`src/rtl/ppa_mw_seq.sv`:
```
// ppa_mw_seq: WORDS x 16-bit add/subtract sequencer that reuses one 16-bit PPA adder,
// one slice per cycle, LSW first. Define PPA_SEQ_ZERO_FLAG_EN to add the 'zero' result flag.

module PPA (
  input  logic [15:0] a,
  input  logic [15:0] b,
  input  logic        ci,
  output logic [15:0] s,
  output logic        co
);

  logic [16:0] res_s;

  assign res_s = {1'b0, a} + {1'b0, b} + {16'h0000, ci};
  assign s     = res_s[15:0];
  assign co    = res_s[16];

endmodule

module ppa_mw_seq #(
  parameter int WORDS = 4
) (
  input  logic                clk,
  input  logic                rst_n,
  input  logic                start,
  input  logic                sub,
  input  logic [16*WORDS-1:0] a,
  input  logic [16*WORDS-1:0] b,
  input  logic                cin,
  output logic                ready,
  output logic                done,
  output logic [16*WORDS-1:0] sum,
  output logic                cout,
  output logic                ovf
`ifdef PPA_SEQ_ZERO_FLAG_EN
  ,
  output logic                zero
`endif
);

  localparam int W  = 16 * WORDS;
  localparam int IW = $clog2(WORDS);

  typedef enum logic [1:0] {
    IDLE = 2'd0,
    RUN  = 2'd1,
    DONE = 2'd2
  } state_t;

  state_t          state_r;
  logic [IW-1:0]   idx_r;
  logic [W-1:0]    a_r;
  logic [W-1:0]    b_r;
  logic            carry_r;
`ifdef PPA_SEQ_ZERO_FLAG_EN
  logic            zero_acc_r;
`endif

  logic            accept_s;
  logic            last_s;
  logic [15:0]     a_sl_s;
  logic [15:0]     b_sl_s;
  logic [15:0]     s_s;
  logic            co_s;

  // ready is high exactly in IDLE and DONE, so this is the only legal accept
  assign accept_s = start & ready;
  assign last_s   = (idx_r == IW'(WORDS - 1));
  assign a_sl_s   = a_r[{idx_r, 4'h0} +: 16];
  assign b_sl_s   = b_r[{idx_r, 4'h0} +: 16];

  PPA u_ppa (
    .a  (a_sl_s),
    .b  (b_sl_s),
    .ci (carry_r),
    .s  (s_s),
    .co (co_s)
  );

  // Sequencer FSM: latches operands on accept, walks slices LSW first, flags completion
  always_ff @(posedge clk or negedge rst_n) begin
    if (!rst_n) begin
      state_r    <= IDLE;
      idx_r      <= {IW{1'b0}};
      a_r        <= {W{1'b0}};
      b_r        <= {W{1'b0}};
      carry_r    <= 1'b0;
      ready      <= 1'b1;
      done       <= 1'b0;
      sum        <= {W{1'b0}};
      cout       <= 1'b0;
      ovf        <= 1'b0;
`ifdef PPA_SEQ_ZERO_FLAG_EN
      zero_acc_r <= 1'b0;
      zero       <= 1'b0;
`endif
    end else if (accept_s) begin
      // subtraction is A + ~B + 1, so the inversion and forced carry happen here
      state_r    <= RUN;
      idx_r      <= {IW{1'b0}};
      a_r        <= a;
      b_r        <= sub ? ~b : b;
      carry_r    <= sub | cin;
      ready      <= 1'b0;
      done       <= 1'b0;
`ifdef PPA_SEQ_ZERO_FLAG_EN
      zero_acc_r <= 1'b1;
`endif
    end else begin
      case (state_r)
        IDLE: begin
          done <= 1'b0;
        end
        RUN: begin
          sum[{idx_r, 4'h0} +: 16] <= s_s;
          carry_r                  <= co_s;
`ifdef PPA_SEQ_ZERO_FLAG_EN
          zero_acc_r               <= zero_acc_r & (s_s == 16'h0000);
`endif
          if (last_s) begin
            state_r <= DONE;
            idx_r   <= {IW{1'b0}};
            done    <= 1'b1;
            ready   <= 1'b1;
            cout    <= co_s;
            // the MSW adder output is the final sign bit of the result
            ovf     <= (a_r[W-1] == b_r[W-1]) && (s_s[15] != a_r[W-1]);
`ifdef PPA_SEQ_ZERO_FLAG_EN
            zero    <= zero_acc_r & (s_s == 16'h0000);
`endif
          end else begin
            idx_r <= idx_r + IW'(1);
          end
        end
        DONE: begin
          state_r <= IDLE;
          done    <= 1'b0;
        end
        default: begin
          state_r <= IDLE;
          ready   <= 1'b1;
          done    <= 1'b0;
        end
      endcase
    end
  end

endmodule

```
`config.mk`:
```
export PLATFORM = sky130hd
export DESIGN_NAME = ppa_mw_seq
export DESIGN_NICKNAME = d
export VERILOG_FILES = /design/src/rtl/ppa_mw_seq.sv
export SDC_FILE = /design/constraint.sdc
export NUM_CORES = 1
export LEC_CHECK = 0
export ABC_CLOCK_PERIOD_IN_PS = 5250
export BUFFER_PORTS_ARGS = -buffer_cell sky130_fd_sc_hd__buf_2
export CORE_MARGIN = 2
export CORE_UTILIZATION = 55
export DETAILED_ROUTE_END_ITERATION = 16
export PLACE_DENSITY_LB_ADDON = 0.05
export SYNTH_ARGS = -nofsm -noshare
export SYNTH_HDL_FRONTEND = slang
export SYNTH_SLANG_ARGS = --single-unit
```
`constraint.sdc`:
```
create_clock -name clk -period 5.25 [get_ports clk]
set_input_delay 1.05 -clock clk [delete_from_list [all_inputs] [get_ports clk]]
set_output_delay 1.05 -clock clk [all_outputs]
set_load 0.005 [all_outputs]
```
Word-level counts from Yosys, hierarchy flattened
Cells that the tools add are included.
{"block": "op_classes", "addsub": 4, "n_eq_ne": 8, "shift": 4, "n_mux": 15, "bitwise_logic": 4, "reduce_logical": 8}
{"op": "variable part select 64 x 7 -> 16 bit", "count": 2}
{"op": "bitwise mux 64 bit", "count": 1}
{"op": "two-way mux 64 bit", "count": 1}
{"op": "NOT 64 bit", "count": 1}
{"op": "variable shift 16 x 8 -> 64 bit, first input constant", "count": 1}
{"op": "variable part select 16 x 8 -> 64 bit", "count": 1}
{"op": "adder 16 x 16 -> 17 bit", "count": 1}
{"op": "adder 17 x 1 -> 17 bit", "count": 1}
{"op": "two-way mux 2 bit", "count": 5}
{"op": "negator 6 -> 8 bit", "count": 1}
{"op": "two-way mux 1 bit", "count": 6}
{"op": "AND reduction 2 bit", "count": 3}
{"op": "== test 2 bit, second input constant", "count": 2}
{"op": "case mux 2 bit (2 select lines)", "count": 1}
{"op": "!= test 3 bit, second input constant", "count": 1}
{"op": "AND reduction 3 bit", "count": 1}
{"op": "adder 2 x 1 -> 2 bit, second input constant", "count": 1}
{"op": "== test 2 x 1 -> 1 bit, second input constant", "count": 1}
{"op": "logical NOT 2 bit", "count": 1}
{"op": "!= test 2 x 1 -> 1 bit, second input constant", "count": 1}
{"op": "!= test 2 bit, second input constant", "count": 1}
{"op": "case mux 1 bit (2 select lines)", "count": 1}
{"op": "nonzero test 2 bit", "count": 1}
{"op": "OR reduction 2 bit", "count": 1}
{"op": "6 further kinds", "count": 6}
{"block": "word_totals", "regBits": 201, "input_bits": 133, "output_inout_bits": 68, "elab_cells": 53}

Depth between registers and ports, before layout
{"block": "depth", "word_depth": 5, "ltp_mapped": 12, "ltp_nobuf": 10}

Hierarchy
From an unflattened synthesis, not the netlist that was laid out.
{"block": "hier_totals", "cells_unflattened": 999, "hier_area_um2": 10168.5}
{"mod": "ppa_mw_seq", "n_inst": 1, "cells_each": 910, "area_each_um2": 9435.3, "seq_area_each_um2": 5031.1}
{"mod": "PPA", "n_inst": 1, "cells_each": 89, "area_each_um2": 733.2, "seq_area_each_um2": 0.0}

Least setup slack after synthesis
Ideal clock, no wire load.
{"block": "synth_timing", "path_type": "flip-flop to flip-flop", "startpoint": "register idx_r[0]", "endpoint": "register sum[12]", "setup_ps": 126, "arrival_time_ps": 3767, "required_time_ps": 5124, "path_slack_ps": 1357, "stages_incl_launch_ff": 12, "n_path_buf": 1, "period_less_slack_ps": 3893, "path_cell_list": "dfrtp_1 -> clkbuf_1 -> mux4_2 -> fa_1 -> fa_1 -> a21o_1 -> a21o_1 -> a21oi_1 -> a21oi_1 -> a41oi_1 -> mux2_2 -> a221o_1"}
{"block": "synth_between", "elab_chain_cells": 5, "elab_cells_between_ends": 8}
{"item": "from (decl)", "line": "51", "text": "logic [IW-1:0] idx_r;"}
{"item": "from (signal assigned)", "line": "84", "text": "idx_r <= {IW{1'b0}};"}
{"item": "from (signal assigned)", "line": "100", "text": "idx_r <= {IW{1'b0}};"}
{"item": "from (signal assigned)", "line": "122", "text": "idx_r <= {IW{1'b0}};"}
{"item": "variable part select 64 x 7 -> 16 bit, on equally long branches", "line": "69, 70"}
{"item": "adder 16 x 16 -> 17 bit", "line": "14", "text": "assign res_s = {1'b0, a} + {1'b0, b} + {16'h0000, ci};"}
{"item": "adder 17 x 1 -> 17 bit", "line": "14"}
{"item": "variable part select 16 x 8 -> 64 bit", "line": "115", "text": "sum[{idx_r, 4'h0} +: 16] <= s_s;"}
{"item": "bitwise mux 64 bit (*)", "line": "115"}
{"item": "to (signal assigned)", "line": "90", "text": "sum <= {W{1'b0}};"}
{"item": "to (signal, indexed assignment)", "line": "115"}
{"item": "to (decl)", "line": "32", "text": "output logic [16*WORDS-1:0] sum,"}
Mark *: on every way between the ends. The rest lies on a longest branch, timed or not.
A chain may end at the register's enable or synchronous reset.

Final worst setup path
{"block": "layout_timing", "startpoint": "register idx_r[0]", "endpoint": "register sum[60]"}
The elaborated chain is that of the path after synthesis.

==> results.sh <==
export IMPL_status="completed"
export IMPL_placed_area_sq_mm=0.0107
export IMPL_clock_latency_ps=490
export IMPL_ys_ff_latch=201
export IMPL_crit_fanout=26
export IMPL_syn_inst=920
export IMPL_synth_area_leader_cell="dfrtp_1"
export IMPL_p_switching_mw=3.50
export IMPL_drtIter0Drc=422
export IMPL_netlist_area_sq_mm=0.00957
export IMPL_finalSetupViolCount=0
export IMPL_htreeDepth=1
export IMPL_wl_per_cell_um=17.4
export IMPL_pwr_density_cell_mw_per_mm2=717
export IMPL_m1WireLength_um=10300
export IMPL_clk_path_buf_depth=3
export IMPL_pwr_share_seq_pct=32.9
export IMPL_slew_headroom_pct=30.3
export IMPL_tritoncts="yes"
export IMPL_die_w_um=136
export IMPL_cp_start_kind="flop"
export IMPL_internal_power_mw=4.60
export IMPL_place_ws_ps=1030
export IMPL_top_layer="met4"
export IMPL_coreArea_sq_mm=0.0172
export IMPL_drt_pass1_iterations=4
export IMPL_postCtsSetupBuffers=0
export IMPL_area_delta_synth_final_pct=18.0
export IMPL_grt_pass1_wl_um=36700
export IMPL_route_detailed_drc=0
export IMPL_routed_via_density=5.46
export IMPL_synthesis_nets=1076
export IMPL_switching_share_pct=43.2
export IMPL_synthFlopType="dfrtp_1"
export IMPL_dieArea_sq_mm=0.0185
export IMPL_clkSlewWorstSetupHoldPaths_ps=60
export IMPL_synth_top_cells_by_area="dfrtp_1 (52%), nand2_1 (11%), mux4_2 (7.5%)"
export IMPL_critical_path_class="flop to flop"
export IMPL_hp_class="flop to flop"
export IMPL_nFillCells=1444
export IMPL_track_usage_pct=25.5
export IMPL_slew_violations=0
export IMPL_whs_path_depth=2
export IMPL_port_buffers=200
export IMPL_start_util_pct=55.7
export IMPL_setup_worst_path_end_class="flop"
export IMPL_grt_pass1_vias=6939
export IMPL_wl_met3_um=1150
export IMPL_cts_resized=0
export IMPL_cts_buffers=21
export IMPL_n_antenna_cell=0
export IMPL_avgSynthCellArea_sq_um=10.4
export IMPL_worst_slack_ps=1070
export IMPL_hold_slack_ps=471
export IMPL_leakagePower_nw=5.66
export IMPL_fmax_ghz=0.239
export IMPL_antenna_found_initial=0
export IMPL_combPwrFrac_pct=50.8
export IMPL_wirelength_um=23200
export IMPL_synth_edf_count=0
export IMPL_post_route_period_util_pct=79.7
export IMPL_grt_overflow_total=0
export IMPL_critPathArrivalTime_ps=4550
export IMPL_fin_crit_ps=4190
export IMPL_die_h_um=136
export IMPL_pwr_share_clk_pct=16.3
export IMPL_clock_sinks=201
export IMPL_fin_skew_ps=8.85
export IMPL_setup_tns_ps=0
export IMPL_cts_root_buf="clkbuf_16"
export IMPL_io_pins=201
export IMPL_grt_max_degree=121
export IMPL_finalHoldViolCount=0
export IMPL_ys_types=49
export IMPL_fin_nets=1250
export IMPL_drive_gt1_share_pct=25.4
export IMPL_vias=7257
export IMPL_ys_async_sr_fraction_pct=100
export IMPL_post_dp_hpwl_um=16500
export IMPL_postCtsHoldBufs=0
export IMPL_yosysWarnings=0
export IMPL_tightest_slew_ps=1040
export IMPL_rsz0062_at_grt="false"
export IMPL_peakVddDrop_v=0.000389
export IMPL_post_route_cell_area_sq_mm=0.0113
export IMPL_rows=48
export IMPL_required_ps=5610
export IMPL_yosysTopAreaCellShare_pct=52.3
export IMPL_r2r_cells=10
export IMPL_wl_met2_um=11100
export IMPL_ys_seq_area_share_pct=52.6
export IMPL_max_cap_viol_count=0
export IMPL_ant_nets=0
export IMPL_gp_congestion=0.882
[per-stage QoR]
| step | util (%) | instances | power, mW |
|---|---|---|---|
| after floorplan | - | 920 | 5.57 |
| after global placement | 62.4 | 1296 | 6.73 |
| after detailed placement | 62.4 | 1296 | 6.80 |
| after CTS | 65.8 | 1328 | 8.15 |
| after global routing | 65.8 | 1328 | 8.74 |
| final | 65.8 | 1328 | 8.10 |
[layout by cell type (no fill, tap or decap), types with 9 or more instances in the layout]
| cell type | n |
|---|---|
| dfrtp_1 | 198 |
| o21ai_0 | 82 |
| a22o_1 | 44 |
| ha_1 | 21 |
| clkbuf_16 | 21 |
| xnor2_1 | 70 |
| mux4_2 | 32 |
| buf_2 | 198 |
| a21oi_1 | 13 |
| nor2_1 | 25 |
| nand2_1 | 287 |
| inv_1 | 9 |
| buf_4 | 9 |
[path summary, 6_finish.rpt]
kind	start	endpoint	slack, ps
worst min register to register	a_r[4]	a_r[4]	470
min in group asynchronous	rst_n	sum[27]	670
worst max register to register	idx_r[0]	sum[60]	1070
worst max-delay path	idx_r[0]	sum[60]	1070
worst min-delay path	a_r[4]	a_r[4]	470
max in group asynchronous	rst_n	b_r[41]	3580
[cells in the mapped netlist (all sizes together), types with 2 or more instances]
cell	n
nand2	288
xor2	3
mux4	32
nand2b	4
a21oi	16
nand4	7
a211oi	4
nand3	5
o21ai	86
nor2b	2
buf	13
a21o	6
ha	21
a22o	44
dfrtp	200
xnor2	70
o21a	2
a221o	8
nor2	27
a221oi	2
fa	2
or4	2
clkbuf	45
inv	9
nor3	6
[power by group through the flow]
stage / sequential [mW] / clock (mW) / combinational [mW]
6_report: 2.66 / 1.32 / 4.12
5_1_grt: 2.74 / 1.40 / 4.61
4_1_cts: 2.67 / 1.35 / 4.14
3_5_place_dp: 2.69 / 0 / 4.11
3_3_place_gp: 2.67 / 0 / 4.06
2_1_floorplan: 2.51 / 0 / 3.05
[worst max-delay path, cell delays in order (launching register included)]
cell	delay, ps
dfrtp_2	670
buf_4	490
mux4_2	600
fa_1	440
a21o_1	170
a21o_1	190
a21oi_1	230
a21oi_1	140
a41oi_1	360
mux2_2	430
a221o_1	330
[final cells by class]
class | count | area [sq um] | area share [%]
Clock inverter | 1 | 5.00 | 0.0443
Inverter | 9 | 33.8 | 0.299
Clock buffer | 31 | 583 | 5.16
Sequential cell | 201 | 5030 | 44.6
Timing Repair Buffer | 209 | 1090 | 9.67
Multi-Input combinational cell | 652 | 4270 | 37.8
Tap cell | 225 | 282 | 2.49
[layer usage]
layer / global-route usage, % / vias up
met5: 0 / -
met4: 6.19 / 0
met3: 3.21 / 38
met2: 42.4 / 217
met1: 36.2 / 3506
li1: - / 3496
[state kept, by name, summed over array words and instances (netlist names)]
signal	cells
cout	1
sum	64
ovf	1
done	1
state_r	2
a_r	64
b_r	64
carry_r	1
ready	1
idx_r	2
[cell families (layout without fill, tap and decap cells)]
| group | after synthesis | in the layout | share of synthesized area, % |
|---|---|---|---|
| xor gates and xnor gates | 73 | 73 | 6.68 |
| muxes | 34 | 34 | 7.75 |
| buffers and inverters | 67 | 250 | 2.93 |
| DFF | 201 | 201 | 52.6 |
| and+or+nand+nor | 344 | 344 | 14.4 |
| AOI/OAI and AO/OA | 178 | 178 | 12.5 |
| adders and majority gates | 23 | 23 | 3.16 |
No activity file was read; power rests on OpenSTA's default activity.
